File: src/rtl/sweep_pkg.sv
// rtl/sweep_pkg.sv - shared types and constants for the exhaustive 3-input sweep checker
package sweep_pkg;

  localparam int NUM_VECTORS = 8;
  localparam int VEC_W       = 3;
  localparam int HOLD_W      = 8;

  // Truth table of the checked block: bit i is the expected output for {a,b,c} = i
  localparam logic [NUM_VECTORS-1:0] DEFAULT_EXPECTED = 8'b0011_1001;

  typedef enum logic [1:0] {
    IDLE,
    DRIVE,
    SAMPLE,
    FINISH
  } state_t;

endpackage

File: src/rtl/hold_timer.sv
// rtl/hold_timer.sv - loadable down-counter timing how long each vector settles
module hold_timer
  import sweep_pkg::*;
#(
  parameter int W = HOLD_W
) (
  input  logic         clk,
  input  logic         reset_n,
  input  logic         load,
  input  logic [W-1:0] load_val,
  input  logic         dec,
  output logic [W-1:0] count,
  output logic         expired
);

  // Load has priority; the count saturates at zero rather than wrapping
  always_ff @(posedge clk or negedge reset_n) begin
    if (!reset_n) begin
      count <= '0;
    end else if (load) begin
      count <= load_val;
    end else if (dec && (count != '0)) begin
      count <= count - 1'b1;
    end
  end

  assign expired = (count == '0);

endmodule

File: config.mk
export PLATFORM = sky130hd
export DESIGN_NAME = hold_timer
export DESIGN_NICKNAME = d
export VERILOG_FILES = /design/src/rtl/sweep_pkg.sv /design/src/rtl/hold_timer.sv
export SDC_FILE = /design/constraint.sdc
export NUM_CORES = 1
export LEC_CHECK = 0
export BUFFER_PORTS_ARGS = -buffer_cell sky130_fd_sc_hd__buf_2
export CAP_MARGIN = 25
export CELL_PAD_IN_SITES_DETAIL_PLACEMENT = 0
export CELL_PAD_IN_SITES_GLOBAL_PLACEMENT = 1
export CORE_MARGIN = 4
export CORE_UTILIZATION = 33
export CTS_BUF_LIST = sky130_fd_sc_hd__clkbuf_16
export DETAILED_ROUTE_END_ITERATION = 8
export PLACE_DENSITY = 0.84
export SYNTH_ARGS = -nofsm -noshare
export SYNTH_HDL_FRONTEND = slang
export SYNTH_SLANG_ARGS = --single-unit
File: constraint.sdc
create_clock -name clk -period 2.5 [get_ports clk]
set_clock_uncertainty 0.15 [all_clocks]
set_input_delay 0.125 -clock clk [delete_from_list [all_inputs] [get_ports clk]]
set_output_delay 0.125 -clock clk [all_outputs]
set_load 0.1 [all_outputs]
# Word-level counts from Yosys, hierarchy flattened
# Cells that the tools add are included.
[totals]
reg_bits = 8
elab_cells = 8
in_bits = 12
out_inout_bits = 9
[classes]
n_addsub = 1
mux = 2
n_reduce_logical = 4
[op_table]
columns = ["operator", "n"]
rows = [
  ["2-to-1 mux 8 bit", 2],
  ["zero test 8 bit", 1],
  ["nonzero test 8 bit", 1],
  ["subtractor 8 x 1 -> 8 bit, second input constant", 1],
  ["nonzero test 2 bit", 1],
  ["logical AND 1 bit", 1],
]

# Longest topological paths before layout
# Gate-level depths: netlist of the first run.
[depth]
ltp_word = 4
ltp_mapped = 5
mapped_depth_nobuf = 5

# Worst setup path before layout of the first run
# No wires, ideal clock.
[synth_path]
kind = "reg2reg"
startpoint = "register count[0]"
endpoint = "register count[3]"
path_slack_ns = -0.993
t_arrival_ns = 3.134
setup_time_ns = 0.209
period_less_slack_ns = 3.493
n_path_buf = 0
stages_incl_launch_ff = 6
required_ns = 2.141
path_cell_list = "dfrtp_1 inv_1 ha_1 or3b_2 nor2_1 o221ai_1"
[synth_via]
elab_chain_cells = 3
elab_cells_between_ends = 6
cone_classes = "add/sub (1); mux (2); reduce/logical (3)"
[synth_lines]
columns = ["element", "line_no", "source"]
rows = [
  ["from (decl)", "hold_timer.sv:12", "output logic [W-1:0] count,"],
  ["from (signal assigned)", "hold_timer.sv:21", "count <= load_val;"],
  ["from (signal assigned)", "hold_timer.sv:23", "count <= count - 1'b1;"],
  ["subtractor 8 x 1 -> 8 bit / nonzero test 8 bit (equally long branches)", "hold_timer.sv:23, hold_timer.sv:22", ""],
  ["2-to-1 mux 8 bit / logical AND 1 bit (equally long branches)", "hold_timer.sv:22", "end else if (dec && (count != '0)) begin"],
  ["2-to-1 mux 8 bit / nonzero test 2 bit (equally long branches)", "-", ""],
]
# Several ways; a longest one is shown, not always the timed one. The select of a mux whose other input is x is not followed.
# A chain may end at the register's enable or synchronous reset.

# Worst setup path after layout of the first run
[layout_path]
startpoint = "register count[0]"
endpoint = "output port expired"
[layout_via]
elab_chain_cells = 1
[layout_lines]
columns = ["element", "line_no", "source"]
rows = [
  ["zero test 8 bit", "hold_timer.sv:27", "assign expired = (count == '0);"],
  ["to (decl)", "hold_timer.sv:13", "output logic expired"],
]
# Every way passes these cells.

==> results of run 1 <==
cell usage after synthesis:
library cell and n:
dfrtp_1 8, nor2_1 5, a21oi_1 3, nor3_1 3, nor3b_1 3, or4_1 3
a221o_1 2, a31oi_1 2, ha_1 2, inv_1 2, nand2_1 2, nand3_1 2
nand4_1 2, o21ai_0 2, a211o_1 1, a211o_2 1, a2bb2oi_1 1, buf_2 1
clkbuf_1 1, clkinv_1 1, nor2b_1 1, nor4_1 1, o2111ai_1 1, o211a_1 1
o211ai_1 1, o221ai_1 1, o311a_1 1, o31ai_1 1, or3_1 1, or3b_1 1
or3b_2 1
power by group through the flow:
stage | sequential [mW] | clock [mW] | combinational, mW
3_5_place_dp | 0.167 | 0 | 0.199
2_1_floorplan | 0.269 | 0 | 0.0529
3_3_place_gp | 0.166 | 0 | 0.199
4_1_cts | 0.165 | 0.278 | 0.208
6_report | 0.166 | 0.274 | 0.207
5_1_grt | 0.170 | 0.288 | 0.221
cell families after synthesis:
logic type	count (synthesis)
adders and majority gates	2
AOI/OAI and AO/OA	18
buffers and inverters	5
DFF	8
and+or+nand+nor	25
worst max-delay path, delay by kind of cell (launching register included):
family	cells	cell delay, ps
adders and majority gates	1	220
buffers and inverters	2	550
DFF	1	420
and+or+nand+nor	2	650
area by class of cell:
type,instances,area [µm²],area share
timing repair buffer,28,178,0.220
tap,16,20.0,0.0248
multi-input combinational,45,315,0.390
clock inverter,1,3.75,0.00464
inverter,3,11.3,0.0139
clock buffer,3,75.1,0.0929
sequential,8,205,0.254
stage by stage:
stage | instance area [µm²] | setup slack [ps]
after global routing | 808 | 50.6
after global placement | 659 | 416
after detailed placement | 659 | 413
after floorplan | 541 | 27.2
after CTS | 808 | 158
final | 808 | 163
per-layer routing:
metal  share of wire  vias up  GRT usage
met2            0.44       17      0.206
li1                -      294          -
met5               0        -          0
met4          0.0047        0     0.0645
met3           0.055        2     0.0752
met1            0.49      270      0.205
timing repair:
action | in CTS | in global routing
hold endpoints to repair | 14 | 0
resized for setup | 0 | 0
hold buffers | 7 | 0
how the worst max path moves through the flow:
stage	from	end	cells after the start
after global routing	count[0]$_DFFE_PN0P_	expired	5
final	count[0]$_DFFE_PN0P_	expired	5
after CTS	count[0]$_DFFE_PN0P_	expired	5
after global placement	count[0]$_DFFE_PN0P_	expired	5
after floorplan	count[5]$_DFFE_PN0P_	count[3]$_DFFE_PN0P_	4
after detailed placement	count[0]$_DFFE_PN0P_	expired	5
==> reports/results.ini, run 1 <==
[outcome]
outcome=finished, final reports clean

[layout]
drive_gt1_frac=0.352
layout.cells.non_filler=104
synthToLayoutAreaGrowth_pct=53.1
final_cell_mix=buf_2, dlygate4sd3_1, nor2_1, dfrtp_2, dfrtp_1
largest_register_ffs=8
largest-register=count
post-route-util=0.537
antennaDiodeCount=0
top_regs=count x8
final_common_cell=buf_2
fillerInstances=141
nets=103

[cts]
cts_tree=done
cts_max_path_buffers=2
cts_setup_buffers=0
cts.sinks=8
h-tree-depth=1
numCtsBuffers=3
clk_pin_slew_ps=40
cts_root_buf=clkbuf_16
worstSkewPairLatency_ps=230

[yosys]
synth_area_leaders=dfrtp_1, ha_1, nor3b_1
syn_area_um2=528
synth_compound_gate_area_share=0.261
synthDistinctLibCells=31
synthAdderAreaFrac=0.0474
synthMuxAreaShare=0
syn_avg_cell_area_um2=9.10
synth_xor_area_frac=0
syn_nets=72
synth_top_family_by_area=simple AND/OR/NAND/NOR gates
synth_top_area_cell=dfrtp_1
synth_top_area_frac=0.379
ys_seq_elements=8
yosysSeqAreaShare=0.379
yosysWarningCount=0
synthSimpleGateAreaFrac=0.275
syn_inst=58

[worst_setup_path]
startpoint_type=register
cp.arrival_ps=2060
cp_max_fo=5
rr_worst_depth=3
critical-path-max-stage-delay_ps=510
critPathSlowestCell=or3b_2
reg2reg_from=count[2]$_DFFE_PN0P_
required_ps=2230
crit_path_end_kind=output pin
reg2reg_to=count[6]$_DFFE_PN0P_
critPathKind=register to output pin
path_cells=inv_1 > ha_1 > or3b_2 > nor2_4 > buf_2
r2r_slack_ps=450

[global_route]
grt_pass1_wl_um=2330
antenna_found_initial=0
grt_max_degree=15
overflow=0
track_usage=0.153
grt_pass1_vias=515

[pwr]
pwr-share-clk=0.424
swShare=0.373
power_uw=647
p_leak_nw=0.349
p_switching_uw=241
p_int_uw=406
combPwrFrac=0.320
pwr_density_cell_nw_per_um2=801
p_seq_frac=0.256
ir_worst_vdd_v=0.000501

[drt]
wl_per_cell_um=14.4
drt-total-wl_um=1500
routed-via-count=583
ant_nets=0
viasPerCell=5.61
drc_errors=0
first_pass_iters=4
drt_iter0_markers=11

[sta]
slew_headroom=0.584
period_share=0.935
report.final.slew_viol_count=0
worst_pin_slew_ps=618
setup_tns_ps=0
max_clock_freq_mhz=428
holdWs_ps=5.40
min_period_ps=2340
rsz0062_at_grt=false
finalHoldViolCount=0
setup_violations=0

[floorplanning]
die_x_um=48
core-area_um2=1510
ios=21
row_count=14
start_util=0.350
die_h_um=48
die_area_um2=2300

[min_path]
hold_depth=3
hold_path.class=input port to register
holdPathEnd=count[4]$_DFFE_PN0P_
hold_path_startpoint=load_val[4]

[place]
placed_cells=93
dp_hpwl_um=1060
gp_congestion=0.763
port_buffers=20

[flow_run]
drv_cap=0

Note: power is estimated with default switching activity, not from simulation.
==> run 2: changes to the inputs <==
--- a/config.mk
+++ b/config.mk
@@ -5,15 +5,16 @@
 export SDC_FILE = /design/constraint.sdc
 export NUM_CORES = 1
 export LEC_CHECK = 0
+export ABC_AREA = 1
 export BUFFER_PORTS_ARGS = -buffer_cell sky130_fd_sc_hd__buf_2
 export CAP_MARGIN = 25
 export CELL_PAD_IN_SITES_DETAIL_PLACEMENT = 0
 export CELL_PAD_IN_SITES_GLOBAL_PLACEMENT = 1
 export CORE_MARGIN = 4
-export CORE_UTILIZATION = 33
+export CORE_UTILIZATION = 32
 export CTS_BUF_LIST = sky130_fd_sc_hd__clkbuf_16
 export DETAILED_ROUTE_END_ITERATION = 8
-export PLACE_DENSITY = 0.84
+export PLACE_DENSITY = 0.85
 export SYNTH_ARGS = -nofsm -noshare
 export SYNTH_HDL_FRONTEND = slang
 export SYNTH_SLANG_ARGS = --single-unit
==> reports/results.ini, run 2 <==
[sta]
report.final.slew_viol_count=0  ; unchanged
finalHoldViolCount=0  ; unchanged
setup_violations=0  ; unchanged
slew_headroom=0.676  ; +0.0913
worst_pin_slew_ps=490  ; -128 ps
setup_tns_ps=0  ; unchanged
rsz0062_at_grt=false
period_share=0.769  ; -0.166
min_period_ps=1920  ; -415 ps
max_clock_freq_mhz=520  ; +22%

[layout]
antennaDiodeCount=0  ; unchanged
fin_area_um2=837  ; +3.6%
synthToLayoutAreaGrowth_pct=40.3
post-route-util=0.480  ; -0.0570
nets=134  ; +30%
final_common_cell=nand2_1
layout.cells.non_filler=143  ; +38%
final_cell_mix=nand2_1, buf_2, nand3_1, inv_1
top_regs=count x8
drive_gt1_frac=0.246  ; -0.107
largest-register=count
fillerInstances=190  ; +35%
largest_register_ffs=8  ; unchanged

[drt]
drt-total-wl_um=1540  ; +2.7%
wl_per_cell_um=10.8  ; -25%
ant_nets=0  ; unchanged
drc_errors=0  ; unchanged
first_pass_iters=4  ; unchanged
routed-via-count=639  ; +9.6%
drt_iter0_markers=10  ; -1
viasPerCell=4.47  ; -20%

[floorplanning]
core-area_um2=1750  ; +16%
start_util=0.342  ; -0.00856
die_x_um=51.2  ; +6.6%
ios=21  ; unchanged
die_area_um2=2620  ; +14%
row_count=15  ; +1
die_h_um=51.2  ; +6.6%

[global_route]
grt_pass1_vias=615  ; +19%
grt_max_degree=14  ; -1
grt_pass1_wl_um=2630  ; +13%
antenna_found_initial=0  ; unchanged
overflow=0  ; unchanged
track_usage=0.133  ; -0.0196

[place]
placed_cells=137  ; +47%
dp_hpwl_um=1150  ; +8.2%
port_buffers=20  ; unchanged
gp_congestion=0.750  ; -1.7%
placed_area_um2=732  ; +11%

[worst_setup_path]
critPathKind=register to output pin
crit_path_end_kind=output pin
startpoint_type=register
required_ps=2230  ; about the same
cp.arrival_ps=1650  ; -410 ps
cp_max_fo=7  ; +2

[pwr]
pwr_density_cell_nw_per_um2=928  ; +16%
ir_worst_vdd_v=0.000519  ; +3.7%
p_leak_nw=0.457  ; +31%
power_uw=777  ; +20%

[cts]
clk_pin_slew_ps=40  ; about the same
worstSkewPairLatency_ps=230  ; about the same
post_cts_resized=0  ; unchanged
cts_tree=done
cts.sinks=8  ; unchanged
cts_max_path_buffers=2  ; unchanged
h-tree-depth=1  ; unchanged
cts_root_buf=clkbuf_16
cts_hold_buffers=3  ; -4
cts_setup_buffers=0  ; unchanged
numCtsBuffers=3  ; unchanged

[yosys]
yosysMostFrequentCell=nand2_1
syn_area_um2=597  ; +13%
yosysSeqAreaShare=0.335  ; -0.0437
yosysWarningCount=0  ; unchanged
synth_top_area_frac=0.335  ; -0.0437
synthDistinctLibCells=16  ; -48%
syn_avg_cell_area_um2=6.42  ; -30%
ys_seq_elements=8  ; unchanged
synth_top_area_cell=dfrtp_1
syn_inst=93  ; +60%
synth_area_leaders=dfrtp_1, nand2_1, nand3_1
synth_top_flop_cell=dfrtp_1
async_reset_ff_frac=1.00  ; unchanged
syn_nets=107  ; +49%
synth_edf_count=0  ; unchanged
synth_common_cells=nand2_1, nand3_1, inv_1

[min_path]
hold_path.class=input port to register

[flow_run]
drv_cap=0  ; unchanged

[outcome]
outcome=finished, final reports clean

==> run 2: cell types whose count changed after synthesis, sizes merged, moves of 5 or more <==
cell   delta
nand3    +11
nand2    +36
nor2      +5
o21ai     +5
inv       +8
==> run 2: metal layers <==
metal	vias up	track usage	part of all wire	wire (µm)
met5	-	0	0	0
met4	0	0.0673	0.013	20
met3	4	0.0262	0.025	39
met2	11	0.210	0.48	746
met1	278	0.171	0.48	735
li1	346	-	-	-
==> run 2: power by group <==
group / internal (mW) / total, mW / switching, mW / leakage (nW)
logic: 0.0688 / 0.327 / 0.258 / 0.323
clock network: 0.207 / 0.272 / 0.0653 / 0.0370
registers: 0.151 / 0.178 / 0.0271 / 0.0977
total: 0.426 / 0.777 / 0.351 / 0.457
==> run 2: worst max-delay path: stages (launching register included) <==
cell and delay, ps:
dfrtp_1 370, inv_1 170, ha_1 180, nand2_1 130
nor2_4 130, buf_2 420
==> run 2: layout make-up <==
class | instances | area [µm²] | area share
inverters | 11 | 42.5 | 0.0508
multi-input cells | 73 | 358 | 0.428
flip-flops and latches | 8 | 200 | 0.239
clock buffers | 3 | 75.1 | 0.0897
repair buffers | 23 | 130 | 0.155
well taps | 25 | 31.3 | 0.0374
==> run 2: final timing paths <==
kind / from / end / slack (ps) / cells after the start
max reg2reg: count[0]$_DFFE_PN0P_ / count[0]$_DFFE_PN0P_ / 880 / 7
max in group asynchronous: reset_n / count[4]$_DFFE_PN0P_ / 1900 / 2
max: count[0]$_DFFE_PN0P_ / expired / 580 / 5
min: load_val[7] / count[7]$_DFFE_PN0P_ / 30 / 5
min reg2reg: count[2]$_DFFE_PN0P_ / count[2]$_DFFE_PN0P_ / 420 / 2
min in group asynchronous: reset_n / count[0]$_DFFE_PN0P_ / 120 / 2
==> run 2: per-stage QoR <==
stage               setup slack (ps)  hold slack (ps)
CTS                              565             33.6
global placement                 842             -165
finish                           578             33.0
floorplan                       94.5             -321
detailed placement               822             -163
global route                     480             87.3
==> run 2: logic make-up after synthesis <==
family | count (synthesis) | share of synthesized area
AO/OA/AOI/OAI | 7 | 0.0776
buffers and inverters | 12 | 0.0776
XOR/XNOR | 1 | 0.0147
flip-flops | 8 | 0.335
AND/OR/NAND/NOR | 63 | 0.453
adder cells (fa/ha/maj) | 2 | 0.0419
